[src/rtl/sbc_serial_subtractor_pkg.sv]
// Shared ALU definitions for the nibble-serial subtract-with-borrow unit:
// nibble width, BCD correction constant and FSM state encoding.
package sbc_serial_subtractor_pkg;

  localparam int NIBBLE_W = 4;
  localparam logic [NIBBLE_W-1:0] BCD_ADJ = 4'h6;

  typedef logic [1:0] state_t;
  localparam state_t ST_IDLE = 2'd0;
  localparam state_t ST_RUN  = 2'd1;
  localparam state_t ST_DONE = 2'd2;

  typedef struct packed {
    logic [NIBBLE_W-1:0] bin;
    logic [NIBBLE_W-1:0] res;
    logic                borrow;
  } nib_step_t;

  // 5-bit nibble difference; bit NIBBLE_W is the borrow out.
  function automatic logic [NIBBLE_W:0] nib_sub(input logic [NIBBLE_W-1:0] a,
                                                 input logic [NIBBLE_W-1:0] b,
                                                 input logic                borrow);
    nib_sub = {1'b0, a} - {1'b0, b} - {{NIBBLE_W{1'b0}}, borrow};
  endfunction

endpackage

[src/rtl/sbc_nibble_step.sv]
// Combinational 4-bit subtract with borrow and optional BCD -6 adjust.
// The adjust path exists only when SBC_DECIMAL_MODE_EN is defined.
module sbc_nibble_step
  import sbc_serial_subtractor_pkg::*;
(
  input  logic [NIBBLE_W-1:0] a_i,
  input  logic [NIBBLE_W-1:0] b_i,
  input  logic                borrow_i,
  input  logic                dec_i,
  output logic [NIBBLE_W-1:0] bin_o,
  output logic [NIBBLE_W-1:0] res_o,
  output logic                borrow_o
);

  logic [NIBBLE_W:0] diff;

  assign diff     = nib_sub(a_i, b_i, borrow_i);
  assign bin_o    = diff[NIBBLE_W-1:0];
  assign borrow_o = diff[NIBBLE_W];

`ifdef SBC_DECIMAL_MODE_EN
  assign res_o = (dec_i && diff[NIBBLE_W]) ? (diff[NIBBLE_W-1:0] - BCD_ADJ)
                                            : diff[NIBBLE_W-1:0];
`else
  logic unused_dec;
  assign unused_dec = dec_i;
  assign res_o      = diff[NIBBLE_W-1:0];
`endif

endmodule

[src/rtl/sbc_serial_subtractor.sv]
// Nibble-serial 6502 SBC unit: Result = DataA - DataB - (1 - CarryIn), LSB nibble
// first, Start/Done handshake. BCD adjust is built only with SBC_DECIMAL_MODE_EN.
module sbc_serial_subtractor
  import sbc_serial_subtractor_pkg::*;
#(
  parameter int NrOfBits = 8
) (
  input  logic                clock,
  input  logic                reset,
  input  logic                Start,
  input  logic [NrOfBits-1:0] DataA,
  input  logic [NrOfBits-1:0] DataB,
  input  logic                CarryIn,
  input  logic                DecimalMode,
  output logic                Busy,
  output logic                Done,
  output logic [NrOfBits-1:0] Result,
  output logic                CarryOut,
  output logic                Overflow,
  output logic                Negative,
  output logic                Zero
);

  localparam int NrOfNibbles = NrOfBits / NIBBLE_W;
  localparam int IDX_W = (NrOfNibbles > 1) ? $clog2(NrOfNibbles) : 1;
  localparam logic [IDX_W-1:0] LAST_IDX = IDX_W'(NrOfNibbles - 1);

  state_t              state_q, state_d;
  logic [NrOfBits-1:0] a_q, a_d;
  logic [NrOfBits-1:0] b_q, b_d;
  logic [NrOfBits-1:0] res_q, res_d;
  logic [NrOfBits-1:0] bin_q, bin_d;
  logic                borrow_q, borrow_d;
  logic [IDX_W-1:0]    idx_q, idx_d;
  logic                busy_q, busy_d;
  logic                done_q, done_d;
  logic [NrOfBits-1:0] result_q, result_d;
  logic                carry_q, carry_d;
  logic                ovf_q, ovf_d;
  logic                neg_q, neg_d;
  logic                zero_q, zero_d;
  logic                step_dec;
  nib_step_t           step;

`ifdef SBC_DECIMAL_MODE_EN
  logic dec_q, dec_d;
  assign step_dec = dec_q;
`else
  logic unused_dec;
  assign unused_dec = DecimalMode;
  assign step_dec   = 1'b0;
`endif

  // Operands shift right each RUN cycle so the active nibble is always at [3:0].
  sbc_nibble_step u_step (
    .a_i      (a_q[NIBBLE_W-1:0]),
    .b_i      (b_q[NIBBLE_W-1:0]),
    .borrow_i (borrow_q),
    .dec_i    (step_dec),
    .bin_o    (step.bin),
    .res_o    (step.res),
    .borrow_o (step.borrow)
  );

  always_comb begin
    state_d  = state_q;
    a_d      = a_q;
    b_d      = b_q;
    res_d    = res_q;
    bin_d    = bin_q;
    borrow_d = borrow_q;
    idx_d    = idx_q;
    busy_d   = busy_q;
    done_d   = 1'b0;
    result_d = result_q;
    carry_d  = carry_q;
    ovf_d    = ovf_q;
    neg_d    = neg_q;
    zero_d   = zero_q;
`ifdef SBC_DECIMAL_MODE_EN
    dec_d    = dec_q;
`endif
    case (state_q)
      ST_IDLE: begin
        if (Start) begin
          a_d      = DataA;
          b_d      = DataB;
          borrow_d = ~CarryIn;
          idx_d    = '0;
          res_d    = '0;
          bin_d    = '0;
          busy_d   = 1'b1;
`ifdef SBC_DECIMAL_MODE_EN
          dec_d    = DecimalMode;
`endif
          state_d  = ST_RUN;
        end
      end
      ST_RUN: begin
        a_d      = a_q >> NIBBLE_W;
        b_d      = b_q >> NIBBLE_W;
        borrow_d = step.borrow;
        res_d    = (res_q >> NIBBLE_W) | (NrOfBits'(step.res) << (NrOfBits - NIBBLE_W));
        bin_d    = (bin_q >> NIBBLE_W) | (NrOfBits'(step.bin) << (NrOfBits - NIBBLE_W));
        idx_d    = idx_q + IDX_W'(1);
        if (idx_q == LAST_IDX) begin
          // Outputs load from the final-step next values so they are valid with Done.
          busy_d   = 1'b0;
          done_d   = 1'b1;
          result_d = res_d;
          carry_d  = ~step.borrow;
          ovf_d    = (a_q[NIBBLE_W-1] ^ b_q[NIBBLE_W-1]) &
                     (a_q[NIBBLE_W-1] ^ step.bin[NIBBLE_W-1]);
          neg_d    = res_d[NrOfBits-1];
          zero_d   = (res_d == '0);
          state_d  = ST_DONE;
        end
      end
      ST_DONE: state_d = ST_IDLE;
      default: state_d = ST_IDLE;
    endcase
  end

  always_ff @(posedge clock or posedge reset) begin
    if (reset) begin
      state_q  <= ST_IDLE;
      a_q      <= '0;
      b_q      <= '0;
      res_q    <= '0;
      bin_q    <= '0;
      borrow_q <= 1'b0;
      idx_q    <= '0;
      busy_q   <= 1'b0;
      done_q   <= 1'b0;
      result_q <= '0;
      carry_q  <= 1'b0;
      ovf_q    <= 1'b0;
      neg_q    <= 1'b0;
      zero_q   <= 1'b0;
`ifdef SBC_DECIMAL_MODE_EN
      dec_q    <= 1'b0;
`endif
    end else begin
      state_q  <= state_d;
      a_q      <= a_d;
      b_q      <= b_d;
      res_q    <= res_d;
      bin_q    <= bin_d;
      borrow_q <= borrow_d;
      idx_q    <= idx_d;
      busy_q   <= busy_d;
      done_q   <= done_d;
      result_q <= result_d;
      carry_q  <= carry_d;
      ovf_q    <= ovf_d;
      neg_q    <= neg_d;
      zero_q   <= zero_d;
`ifdef SBC_DECIMAL_MODE_EN
      dec_q    <= dec_d;
`endif
    end
  end

  assign Busy     = busy_q;
  assign Done     = done_q;
  assign Result   = result_q;
  assign CarryOut = carry_q;
  assign Overflow = ovf_q;
  assign Negative = neg_q;
  assign Zero     = zero_q;

endmodule

[config.mk]
export PLATFORM = sky130hd
export DESIGN_NAME = sbc_serial_subtractor
export DESIGN_NICKNAME = d
export VERILOG_FILES = /design/src/rtl/sbc_serial_subtractor_pkg.sv /design/src/rtl/sbc_nibble_step.sv /design/src/rtl/sbc_serial_subtractor.sv
export SDC_FILE = /design/constraint.sdc
export NUM_CORES = 1
export LEC_CHECK = 0
export ABC_AREA = 0
export ABC_CLOCK_PERIOD_IN_PS = 6800
export BUFFER_PORTS_ARGS = -buffer_cell sky130_fd_sc_hd__buf_2
export CAP_MARGIN = 10
export CORE_AREA = 2 2 61 63
export DETAILED_ROUTE_END_ITERATION = 10
export DIE_AREA = 0 0 63 65
export GPL_ROUTABILITY_DRIVEN = 0
export GPL_TIMING_DRIVEN = 0
export PLACE_DENSITY = 0.78
export SYNTH_ARGS = -nofsm -noshare
export SYNTH_HDL_FRONTEND = slang
export SYNTH_SLANG_ARGS = --single-unit
[constraint.sdc]
create_clock -name clock -period 6.8 [get_ports clock]
set_clock_uncertainty 0.2 [all_clocks]
set_input_delay 1.02 -clock clock [delete_from_list [all_inputs] [get_ports clock]]
set_output_delay 1.02 -clock clock [all_outputs]
set_load 0.005 [all_outputs]
==> summary.md <==
| Metric | Value |
|---|---|
| Result of the run | finished, final reports clean |
| Critical path peak fanout | 3 |
| Mean instance size in the synthesized netlist | roughly 10 µm² |
| Critical-path cell with the highest stage delay | fa_1 |
| Wirelength per Cell | 13.1 µm |
| Total wire length | about 3.5 mm |
| Via count of the first global-routing pass | 1400 |
| Cell Chain, Critical Path | fa_1 > fa_1 > nand2b_1 > a21oi_1 > xor2_1 > o21ba_2 |
| Count of yosys warnings during synthesis | 0 |
| GRT Total Usage | between 10% and 20% |
| ANT nets after route | 0 |
| Detailed-routing iteration count for the pre-antenna-repair pass | 4 |
| CTS tree | done |
| Global-route wire length before repair | between 6 and 7 mm |
| Count of input and output buffers | 33 |
| Post-CTS Setup Repair Bufs | 0 |
| TritonCTS buffer count | 5 |
| Predominant post-synthesis flop cell | dfrtp_1 |
| Initial standard-cell utilization of the core | 52.7% |
| Largest stage delay on the critical path | between 0.4 and 0.5 ns |
| Unrepaired setup endpoints after global routing | no |
| Area growth syn-to-layout | 19.3% |
| Mapped Nets | 207 |
| Width of the die | ~63 µm |
| Flip-flop and latch count after synthesis | 37 |
| Sequential fraction of the synthesis area | between 50% and 60% |
| Number of diodes | 0 |
| Nature of the critical path endpoint | flop |
| Minimum clock period | ~2.3 ns |
| Maxcap violations | 0 |
| FF-to-FF setup slack | around 4.5 ns |
| Number of placed instances, taps included | 260 |
| Kind of launch point of the worst setup path | flop |
| Number of vias after detailed routing | between 1000 and 1500 |
| CP required | ~7 ns |
| Most common cell after layout, fill and taps aside | dfrtp_1 |
| DRT iter0 DRCs | 76 |
| Final count of negative-setup-slack endpoints | 0 |
| Antenna violations before repair | 0 |
| Floorplan core area | ~0.0035 mm² |
| Count of H-tree levels built during CTS | 2 |
| Floorplan die area | 0.00410 mm² |
| Pwr/cell area | around 510 mW/mm² |
| Fin. Hold Viols | 0 |
| Drt drc | 0 |
| Number of synthesized flops with an enable pin | 0 |
| Pin count of the biggest net entering global routing | 20 |
| Async set or reset register ratio after synthesis | 100% |
| Deepest clock path buffer count | 2 |
| Std cell rows | 22 |
| IR Drop Worst-Case VDD | approximately 0.27 mV |
| Post-synth cell types | 35 |
| Clk pin slew, worst setup/hold paths | 0.12 ns |
| Clk_lat worst skew | approximately 0.35 ns |
| Cell with the most instances on the worst path | fa_1 |
| Arrival time of the worst setup path | 2.43 ns |
| Detailed Place HPWL | between 2 and 3 mm |
| Residual overflow from global routing | 0 |
| Leakage power | between 1 and 1.5 nW |
| Number of vias per cell | about 5.2 |
| Max_slew headroom | 48.9% |
| Die height | around 65 µm |
| Share of post-route cells with drive strength above 1 | 25.9% |
| Clock root cell | clkbuf_4 |
| Number of nets at the end of the flow | roughly 250 |
| Timing-limited maximum frequency | between 0.4 and 0.5 GHz |
| Number of cells upsized or downsized after cts | 0 |
| Sink Count | 37 |
| Hold_buf cts | 0 |
| Instance count of the mapped netlist | about 180 |
| Number of standard cells in the final layout excluding fillers | between 200 and 300 |
| Path class of the lowest-slack min-delay path | flop to flop |
| Final clock period utilization by the worst path | between 30% and 40% |
| I/O pin count | 35 |
| Leading cell types in the layout, fill and taps excluded | dfrtp_1 (37), buf_2 (36), nand2_1 (26) |
| Tightest Pin Transition | roughly 0.77 ns |
| Setup_tns | 0 ns |
| Type of the setup path with the least slack | flop to flop |
| Hold Worst Slack | 0.287 ns |
| Pins Over Slew Limit | 0 |
| Syn Std Cell Area | 0.00184 mm² |
-- Yosys cell counts (4+ instances only) --
library cell | n | area [µm²]
nor2b_1 | 7 | 43.8
nand2_1 | 26 | 97.6
dfrtp_1 | 37 | 926
inv_1 | 11 | 41.3
a22oi_1 | 5 | 37.5
xor2_1 | 4 | 35.0
a21oi_1 | 13 | 65.1
o21ai_0 | 19 | 95.1
nor2_1 | 4 | 15.0
ha_1 | 6 | 75.1
a22o_1 | 6 | 52.6
-- worst max-delay path, delay by kind of cell, from the launching register on --
family / cells / cell delay [ns]
and+or+nand+nor: 1 / 0.16
xor gates and xnor gates: 1 / 0.24
DFF: 1 / 0.42
adders and majority gates: 2 / 0.90
AOI/OAI and AO/OA: 2 / 0.36
-- per-stage QoR --
step | util [%] | area (µm²) | setup WS, ns | power, W
2_1_floorplan | - | 1840 | 4.64 | 0.000787
3_3_place_gp | 59.2 | 2070 | 4.29 | 0.000913
3_5_place_dp | 59.9 | 2100 | 4.51 | 0.000932
4_1_cts | 62.9 | 2200 | 4.48 | 0.00112
5_1_grt | 62.9 | 2200 | 4.36 | 0.00121
6_report | 62.9 | 2200 | 4.48 | 0.00111
-- layer usage --
layer  part of all wire [%]  vias to the layer above  track usage (%)
met5                      0                        -                0
met4                    1.0                        0             5.56
met3                    5.4                        5             6.42
met2                     47                       40             34.0
met1                     47                      655             24.4
li1                       -                      685                -
-- report_power, final --
part,internal [W],switching (W)
registers,0.000316,0.0000656
clock network,0.000114,0.0000749
logic,0.000256,0.000284
total,0.000686,0.000425
-- registers in the layout (all words and copies together), names as in the netlist --
name      cells
Result        8
a_q           8
b_q           8
res_q         4
state_q       2
Busy          1
CarryOut      1
Done          1
Overflow      1
Zero          1
borrow_q      1
idx_q         1
-- final cells by class --
type	instances	area, µm²
timing repair buffer	34	193
multi-input combinational	119	805
fill	314	1300
clock inverter	3	65.1
clock buffer	5	37.5
sequential	37	926
inverter	12	47.5
buffer	10	65.1
tap	48	60.1
-- kinds of logic after synthesis --
logic type,Yosys count,synth area share [%]
buffers and inverters,22,6.11
AOI/OAI and AO/OA,51,17.0
xor gates and xnor gates,6,2.85
and+or+nand+nor,50,14.5
DFF,37,50.2
adders and majority gates,8,6.25
muxes,4,2.99
-- worst paths after layout --
kind                            from   endpoint  cells past startpoint
max                           a_q[0]   borrow_q                      6
min                        Result[2]  Result[2]                      2
max reg2reg                   a_q[0]   borrow_q                      6
min reg2reg                Result[2]  Result[2]                      2
max in group asynchronous      reset     b_q[6]                      3
min in group asynchronous      reset  Result[4]                      2
Note: power is estimated with default switching activity, not from simulation.
